`src/rtl/inst_fetch_queue.sv`:
```
// Fetch stage: issues one instruction-memory request at a time and queues the returned words for decode.
// Latency: a response sampled at edge M is visible on out_* from cycle M+1 (no bypass); peak rate is one word per 2 cycles.
// Backpressure: a request is issued only while the queue has a free slot; a redirect flushes the queue and drops the in-flight word.
module inst_fetch_queue #(
  parameter logic [63:0] PC_START = 64'h8000_0000,
  parameter int          QDEPTH   = 2
) (
  input  logic        clock,
  input  logic        reset,
  input  logic        redirect_valid,
  input  logic [63:0] redirect_pc,
  output logic        imem_req_valid,
  input  logic        imem_req_ready,
  output logic [63:0] imem_req_addr,
  input  logic        imem_resp_valid,
  input  logic [31:0] imem_resp_inst,
  output logic        out_valid,
  input  logic        out_ready,
  output logic [63:0] out_pc,
  output logic [31:0] out_inst
);

  localparam int PW = $clog2(QDEPTH);
  localparam int CW = $clog2(QDEPTH + 1);

  localparam logic [1:0] S_REQ  = 2'd0;
  localparam logic [1:0] S_WAIT = 2'd1;
  localparam logic [1:0] S_DROP = 2'd2;

  logic [1:0]    state;
  logic [63:0]   fetch_pc;
  logic [63:0]   req_pc;
  logic [63:0]   q_pc   [QDEPTH];
  logic [31:0]   q_inst [QDEPTH];
  logic [PW-1:0] rd_ptr;
  logic [PW-1:0] wr_ptr;
  logic [CW-1:0] count;
  logic [63:0]   redirect_tgt;
  logic          req_hs;
  logic          push;
  logic          pop;

  // Fetch addresses are always word aligned.
  assign redirect_tgt   = redirect_pc & ~64'h3;

  // Only request when a slot is guaranteed free for the returning word.
  assign imem_req_valid = !reset && (state == S_REQ) && (count < CW'(QDEPTH));
  assign imem_req_addr  = fetch_pc;
  assign req_hs         = imem_req_valid && imem_req_ready;

  assign out_valid      = (count != '0);
  assign out_pc         = out_valid ? q_pc[rd_ptr]   : 64'd0;
  assign out_inst       = out_valid ? q_inst[rd_ptr] : 32'd0;
  assign pop            = out_valid && out_ready;

  // A response is kept only in WAIT and only if no redirect lands in the same cycle.
  assign push           = (state == S_WAIT) && imem_resp_valid && !redirect_valid;

  // Request FSM: REQ issues, WAIT collects, DROP swallows a response made stale by a redirect.
  always_ff @(posedge clock) begin
    if (reset) begin
      state <= S_REQ;
    end else begin
      case (state)
        S_REQ:   if (req_hs) state <= redirect_valid ? S_DROP : S_WAIT;
        S_WAIT:  if (imem_resp_valid) state <= S_REQ;
                 else if (redirect_valid) state <= S_DROP;
        S_DROP:  if (imem_resp_valid) state <= S_REQ;
        default: state <= S_REQ;
      endcase
    end
  end

  // Fetch PC advances on each accepted request; a redirect overrides it.
  always_ff @(posedge clock) begin
    if (reset) begin
      fetch_pc <= PC_START;
      req_pc   <= PC_START;
    end else begin
      if (req_hs) req_pc <= fetch_pc;
      if (redirect_valid) fetch_pc <= redirect_tgt;
      else if (req_hs)    fetch_pc <= fetch_pc + 64'd4;
    end
  end

  // Queue occupancy and pointers; a redirect empties the queue outright.
  always_ff @(posedge clock) begin
    if (reset || redirect_valid) begin
      rd_ptr <= '0;
      wr_ptr <= '0;
      count  <= '0;
    end else begin
      if (push) wr_ptr <= wr_ptr + PW'(1);
      if (pop)  rd_ptr <= rd_ptr + PW'(1);
      case ({push, pop})
        2'b10:   count <= count + CW'(1);
        2'b01:   count <= count - CW'(1);
        default: count <= count;
      endcase
    end
  end

  // Queue storage; entries carry the PC the word was fetched from.
  always_ff @(posedge clock) begin
    if (push) begin
      q_pc[wr_ptr]   <= req_pc;
      q_inst[wr_ptr] <= imem_resp_inst;
    end
  end

endmodule

```
`config.mk`:
```
export PLATFORM = sky130hd
export DESIGN_NAME = inst_fetch_queue
export DESIGN_NICKNAME = d
export VERILOG_FILES = /design/src/rtl/inst_fetch_queue.sv
export SDC_FILE = /design/constraint.sdc
export NUM_CORES = 1
export LEC_CHECK = 0
export BUFFER_PORTS_ARGS = -buffer_cell sky130_fd_sc_hd__buf_2
export CORE_ASPECT_RATIO = 1.75
export CORE_MARGIN = 3
export CORE_UTILIZATION = 25
export CTS_CLUSTER_SIZE = 8
export DETAILED_ROUTE_END_ITERATION = 8
export GPL_ROUTABILITY_DRIVEN = 0
export SKIP_LAST_GASP = 1
export SYNTH_ARGS = -nofsm -noshare
export SYNTH_HDL_FRONTEND = slang
export SYNTH_SLANG_ARGS = --single-unit
```
`constraint.sdc`:
```
create_clock -name clock -period 8 [get_ports clock]
set_input_delay 1.6 -clock clock [delete_from_list [all_inputs] [get_ports clock]]
set_output_delay 1.6 -clock clock [all_outputs]
set_load 0.005 [all_outputs]
```
==> results of run 1 <==
[cell families (layout without fill, tap and decap cells)]
| group | Yosys count | in the layout |
|---|---|---|
| AO/OA/AOI/OAI | 149 | 149 |
| XOR/XNOR | 35 | 35 |
| adder cells (fa/ha/maj) | 2 | 2 |
| buffers and inverters | 101 | 371 |
| flip-flops | 319 | 319 |
| multiplexers | 98 | 98 |
| other | 1 | 6 |
| AND/OR/NAND/NOR | 492 | 492 |
[final cells by class]
cell class | count | area [sq um] | area share, %
Antenna cell | 2 | 5.00 | 0.0301
Clock buffer | 85 | 1390 | 8.36
Clock inverter | 1 | 5.00 | 0.0301
Inverter | 15 | 56.3 | 0.338
Multi-Input combinational cell | 780 | 4670 | 28.1
Sequential cell | 319 | 8270 | 49.7
Tap cell | 678 | 848 | 5.10
Timing Repair Buffer | 270 | 1390 | 8.33
[worst min-delay path by stage]
stage,start,end,slack [ns],cells after the start
2_1_floorplan,req_pc[10],q_pc[0][10],0.43,0
3_3_place_gp,req_pc[38],q_pc[1][38],0.43,0
3_5_place_dp,req_pc[55],q_pc[1][55],0.44,0
4_1_cts,req_pc[59],q_pc[1][59],0.45,0
5_1_grt,req_pc[33],q_pc[0][33],0.46,0
6_report,req_pc[33],q_pc[0][33],0.45,0
[cells in the final DEF, fill, tap and decap left out, types with 14 or more instances in the layout]
| master | count |
|---|---|
| nand2_1 | 168 |
| clkbuf_1 | 33 |
| a211oi_1 | 27 |
| buf_2 | 256 |
| nand3_1 | 29 |
| mux2i_1 | 98 |
| a21oi_1 | 70 |
| dfxtp_1 | 130 |
| nor3_1 | 14 |
| edfxtp_1 | 188 |
| and4_1 | 18 |
| nand4_1 | 30 |
| buf_4 | 14 |
| xnor2_1 | 30 |
| and3_1 | 16 |
| clkbuf_16 | 49 |
| nor2_1 | 146 |
| nor4_1 | 17 |
[sequential cells by signal (all words and copies together), names as in the netlist, named ones only]
signal	flops
req_pc	62
q_inst	64
imem_req_addr	62
q_pc	124
count	2
state	2
wr_ptr	1
rd_ptr	1
[per-stage QoR]
step	setup slack (ns)	cells	cell area, sq um	power (mW)
2_1_floorplan	1.20	1200	13300	1.93
3_3_place_gp	3.57	2062	15200	2.03
3_5_place_dp	3.49	2062	15200	2.04
4_1_cts	3.38	2148	16600	3.92
5_1_grt	3.30	2150	16600	4.00
6_report	3.50	2150	16600	3.87
[critical path, cell delays in order (launching register included)]
cell	delay (ns)
dfxtp_4	0.79
buf_4	0.87
mux2i_1	0.36
nor2_1	0.06
buf_2	0.15
[cell usage after synthesis, types with 18 or more instances]
library cell / number
a211oi_1: 27
a21oi_1: 70
and4_1: 18
clkbuf_1: 59
dfxtp_1: 131
edfxtp_1: 188
mux2i_1: 98
nand2_1: 169
nand3_1: 29
nand4_1: 30
nor2_1: 148
xnor2_1: 30
[report_power, final]
| part | internal (mW) | switching, mW |
|---|---|---|
| sequential | 1.77 | 0.0586 |
| clock | 1.16 | 0.708 |
| combinational | 0.0705 | 0.105 |
| total | 3.00 | 0.872 |
[layer usage]
metal | up-vias | share of wire (%) | GRT usage, %
li1 | 4824 | - | -
met1 | 4952 | 37 | 15.3
met2 | 349 | 53 | 26.2
met3 | 105 | 4.6 | 2.18
met4 | 2 | 5.3 | 7.51
met5 | - | 0.031 | 0
==> impl_metrics.env, run 1 <==
export IMPL_status="complete, no violations"
export IMPL_via_per_inst=4.76
export IMPL_synth_cells=1197
export IMPL_finalCriticalPeriod_ns=4.50
export IMPL_setup_tns_ns=0
export IMPL_ys_ff_latch=319
export IMPL_yosys_area_top_type="edfxtp_1"
export IMPL_synthSimpleGateAreaFrac_pct=17.5
export IMPL_dpl_hpwl_mm=28.4
export IMPL_htreeDepth=2
export IMPL_grtUsageTotal_pct=14.1
export IMPL_fin_skew_ns=0.0216
export IMPL_netlist_area_sq_um=13300
export IMPL_syn2layout_area_growth_pct=24.9
export IMPL_clk_pin_slew_ns=0.05
export IMPL_crit_type="flip-flop to output pin"
export IMPL_cts_tree="done"
export IMPL_endpoint="out_pc[37]"
export IMPL_hold_ws_ns=0.447
export IMPL_ant_nets=0
export IMPL_start_kind="flip-flop"
export IMPL_drive_above_1_share_pct=22.9
export IMPL_clock_sinks=319
export IMPL_ys_seq_area_share_pct=62.1
export IMPL_powerDensity_nw_per_um2=233
export IMPL_peakVddDrop_v=0.000136
export IMPL_min_path_type="flip-flop to flip-flop"
export IMPL_wl_per_cell_um=19.5
export IMPL_ys_flop_type="edfxtp_1"
export IMPL_nFillCells=5367
export IMPL_wl_mm=41.9
export IMPL_num_rows=111
export IMPL_muxShareOfSynthArea_pct=7.36
export IMPL_fin_util_pct=31.7
export IMPL_synthArstFlopShare_pct=0
export IMPL_synthAdderAreaFrac_pct=0.188
export IMPL_required_ns=6.40
export IMPL_remaining_drc_errors=0
export IMPL_synth_edf_count=188
export IMPL_crit_path_end_kind="output pin"
export IMPL_cts_resized_gates=0
export IMPL_drtPass1Iterations=5
export IMPL_synth_area_per_cell_sq_um=11.1
export IMPL_synth_compound_area_share_pct=7.44
export IMPL_boundaryPins=264
export IMPL_r2r_start="imem_req_addr[10]"
export IMPL_grt_pass1_wl_mm=61.2
export IMPL_grt_pass1_vias=10100
export IMPL_finalHoldViolCount=0
export IMPL_synth_xor_area_share_pct=2.30
export IMPL_cts_root_buf="clkbuf_16"
export IMPL_setup_violations_final=0
export IMPL_reg2reg_slack_ns=4.84
export IMPL_cts_hold_buf=0
export IMPL_antenna_found_initial=6
export IMPL_dr_first_iter_drc_count=610
export IMPL_ys_top_cells_by_area="edfxtp_1 42%, dfxtp_1 20%, mux2i_1 7.4%, nand2_1 4.8%, nor2_1 4.2%"
export IMPL_arrival_ns=2.90
export IMPL_max_freq_ghz=0.222
export IMPL_timing_final_crit_share_pct=56.3
export IMPL_worstMarginPinSlew_ns=1.14
export IMPL_cts_made_buffers=46
export IMPL_grt_remaining_overflow=0
export IMPL_post_cts_repair_setup_buffers=0
export IMPL_vias=10200
export IMPL_clock_path_buffers=3
export IMPL_synthDistinctLibCells=53
export IMPL_port_buffers=257
export IMPL_maxCapViolations=0
export IMPL_synth_top_cell_area_share_pct=42.4
export IMPL_fin_nets=1536
export IMPL_die_w_um=180
export IMPL_yosysWarnings=0
export IMPL_fp_dieH_um=311
export IMPL_rsz0062_at_grt="no"
export IMPL_synth_top_family_by_area="simple AND/OR/NAND/NOR gates"
export IMPL_r2r_end="imem_req_addr[51]"
export IMPL_worstSkewPairLatency_ns=0.55
export IMPL_p_leak_nw=5.98
export IMPL_rr_worst_depth=5
export IMPL_grt_max_degree=88
export IMPL_worst_slew_margin_rel_pct=24.1
export IMPL_initial_utilization_pct=25.4
export IMPL_cp_max_fo=58
export IMPL_core_area_sq_um=52500
export IMPL_maxSlewViolCount=0
export IMPL_fp_dieArea_sq_um=56200
(Power assumes the default switching activity.)
==> run 2, diff against run 1 <==
- clock period: 8 -> 4.1 ns (I/O delays scaled with it)
==> impl_metrics.env, run 2 (synthesis results as in run 1) <==
export IMPL_status="complete, no violations"
export IMPL_cts_hold_buf=0
export IMPL_core_area_sq_um=52500
export IMPL_crit_path_end_kind="output pin"
export IMPL_finalCriticalPeriod_ns=3.14
export IMPL_worstMarginPinSlew_ns=0.929
export IMPL_layout_commonest_cell="buf_2"
export IMPL_grt_pass1_wl_mm=61.9
export IMPL_cts_made_buffers=45
export IMPL_cts_tree="done"
export IMPL_fp_dieH_um=311
export IMPL_cts_root_buf="clkbuf_16"
export IMPL_wl_mm=41.5
export IMPL_path_cells="buf_4, mux2i_1, nor2_1, buf_2"
export IMPL_hold_path_startpoint="req_pc[50]"
export IMPL_dpl_hpwl_mm=28.9
export IMPL_setup_violations_final=0
export IMPL_wl_per_cell_um=19.2
export IMPL_final_cell_mix="256 x buf_2, 188 x edfxtp_1, 168 x nand2_1"
export IMPL_dr_first_iter_drc_count=536
export IMPL_finalNonFillerCells=2161
export IMPL_htreeDepth=2
export IMPL_fin_nets=1545
export IMPL_syn2layout_area_growth_pct=25.1
export IMPL_port_buffers=257
export IMPL_r2r_start="imem_req_addr[2]"
export IMPL_pwr_share_seq_pct=48.5
export IMPL_crit_type="flip-flop to output pin"
export IMPL_clkPwrFrac_pct=46.8
export IMPL_num_rows=111
export IMPL_min_path_type="flip-flop to flip-flop"
export IMPL_die_w_um=180
export IMPL_peakVddDrop_v=0.000271
export IMPL_grtUsageTotal_pct=14.2
export IMPL_clk_pin_slew_ns=0.05
export IMPL_maxSlewViolCount=0
export IMPL_start_kind="flip-flop"
export IMPL_fin_skew_ns=0.0166
export IMPL_p_switching_mw=1.70
export IMPL_drtPass1Iterations=4
export IMPL_initial_utilization_pct=25.4
export IMPL_maxCapViolations=0
export IMPL_boundaryPins=264
export IMPL_drive_above_1_share_pct=23.1
export IMPL_p_sw_share_pct=23.1
export IMPL_cp_max_fo=45
export IMPL_worst_slew_margin_rel_pct=38.0
export IMPL_cpPeakStageDelay_ns=0.95
export IMPL_cpLargestDelayFamily="flip-flops"
export IMPL_via_per_inst=4.74
export IMPL_crit_buf_inv=2
export IMPL_post_cts_repair_setup_buffers=0
export IMPL_worstSkewPairLatency_ns=0.56
export IMPL_nFillCells=5398
export IMPL_largest_reg_flops=124
export IMPL_p_leak_nw=5.99
export IMPL_grt_max_degree=70
export IMPL_comb_power_share_pct=4.8
export IMPL_vias=10200
export IMPL_setup_tns_ns=0
export IMPL_arrival_ns=2.32
export IMPL_powerDensity_nw_per_um2=441
export IMPL_clock_path_buffers=3
export IMPL_required_ns=3.28
export IMPL_remaining_drc_errors=0
export IMPL_p_int_mw=5.66
export IMPL_grt_remaining_overflow=0
export IMPL_ant_nets=0
export IMPL_antenna_found_initial=6
export IMPL_clock_sinks=319
export IMPL_top_register="q_pc"
export IMPL_cts_resized_gates=0
export IMPL_post_place_cells=2072
export IMPL_timing_final_crit_share_pct=76.5
export IMPL_rsz0062_at_grt="no"
export IMPL_largestRegisters="q_pc (124), q_inst (64)"
export IMPL_critPathSlowestCell="dfxtp_4"
export IMPL_max_freq_ghz=0.319
export IMPL_fp_dieArea_sq_um=56200
export IMPL_grt_pass1_vias=10400
export IMPL_finalHoldViolCount=0
## run 2: cell count changes in the layout (fill, tap and decap cells not counted), sizes merged
cell / previous run / this run
clkinv: 2 / 3
buf: 270 / 280
clkbuf: 85 / 81
diode: 2 / 5
inv: 14 / 15
## run 2: per-stage QoR
step	total power, mW	setup WS [ns]	cell area [sq um]	hold slack [ns]	util [%]
3_3_place_gp	3.97	0.905	15300	0.429	29.2
2_1_floorplan	3.76	0.686	13300	0.425	-
5_1_grt	7.63	0.801	16700	0.430	31.7
4_1_cts	7.48	0.857	16700	0.412	31.7
3_5_place_dp	3.98	0.930	15300	0.437	29.2
6_report	7.36	0.963	16700	0.447	31.7
## run 2: path summary, 6_finish.rpt
check	cells after the start	end	slack, ns
worst max-delay path	4	out_pc[51]	0.96
worst min-delay path	0	q_pc[0][50]	0.45
worst max register to register	6	imem_req_addr[56]	1.22
worst min register to register	0	q_pc[0][50]	0.45
## run 2: routing by layer
metal | GRT usage (%) | routed length [um]
met1 | 15.3 | 15300
met2 | 25.8 | 21800
met3 | 2.20 | 2130
met4 | 8.82 | 2280
met5 | 0 | 0
## run 2: layout make-up
| cell class | count | area [sq um] | area share (%) |
|---|---|---|---|
| Antenna cell | 5 | 12.5 | 0.0751 |
| Multi-Input combinational cell | 780 | 4670 | 28.0 |
| Sequential cell | 319 | 8270 | 49.6 |
| Tap cell | 678 | 848 | 5.09 |
| Timing Repair Buffer | 280 | 1500 | 9.00 |
| Inverter | 15 | 56.3 | 0.338 |
| Clock buffer | 81 | 1260 | 7.57 |
| Clock inverter | 3 | 41.3 | 0.248 |
## run 2: power groups by stage
stage,Combinational (mW),Clock (mW),Sequential (mW)
2_1_floorplan,0.180,0,3.58
3_3_place_gp,0.347,0,3.62
3_5_place_dp,0.352,0,3.63
4_1_cts,0.354,3.56,3.56
5_1_grt,0.384,3.67,3.57
6_report,0.350,3.44,3.56
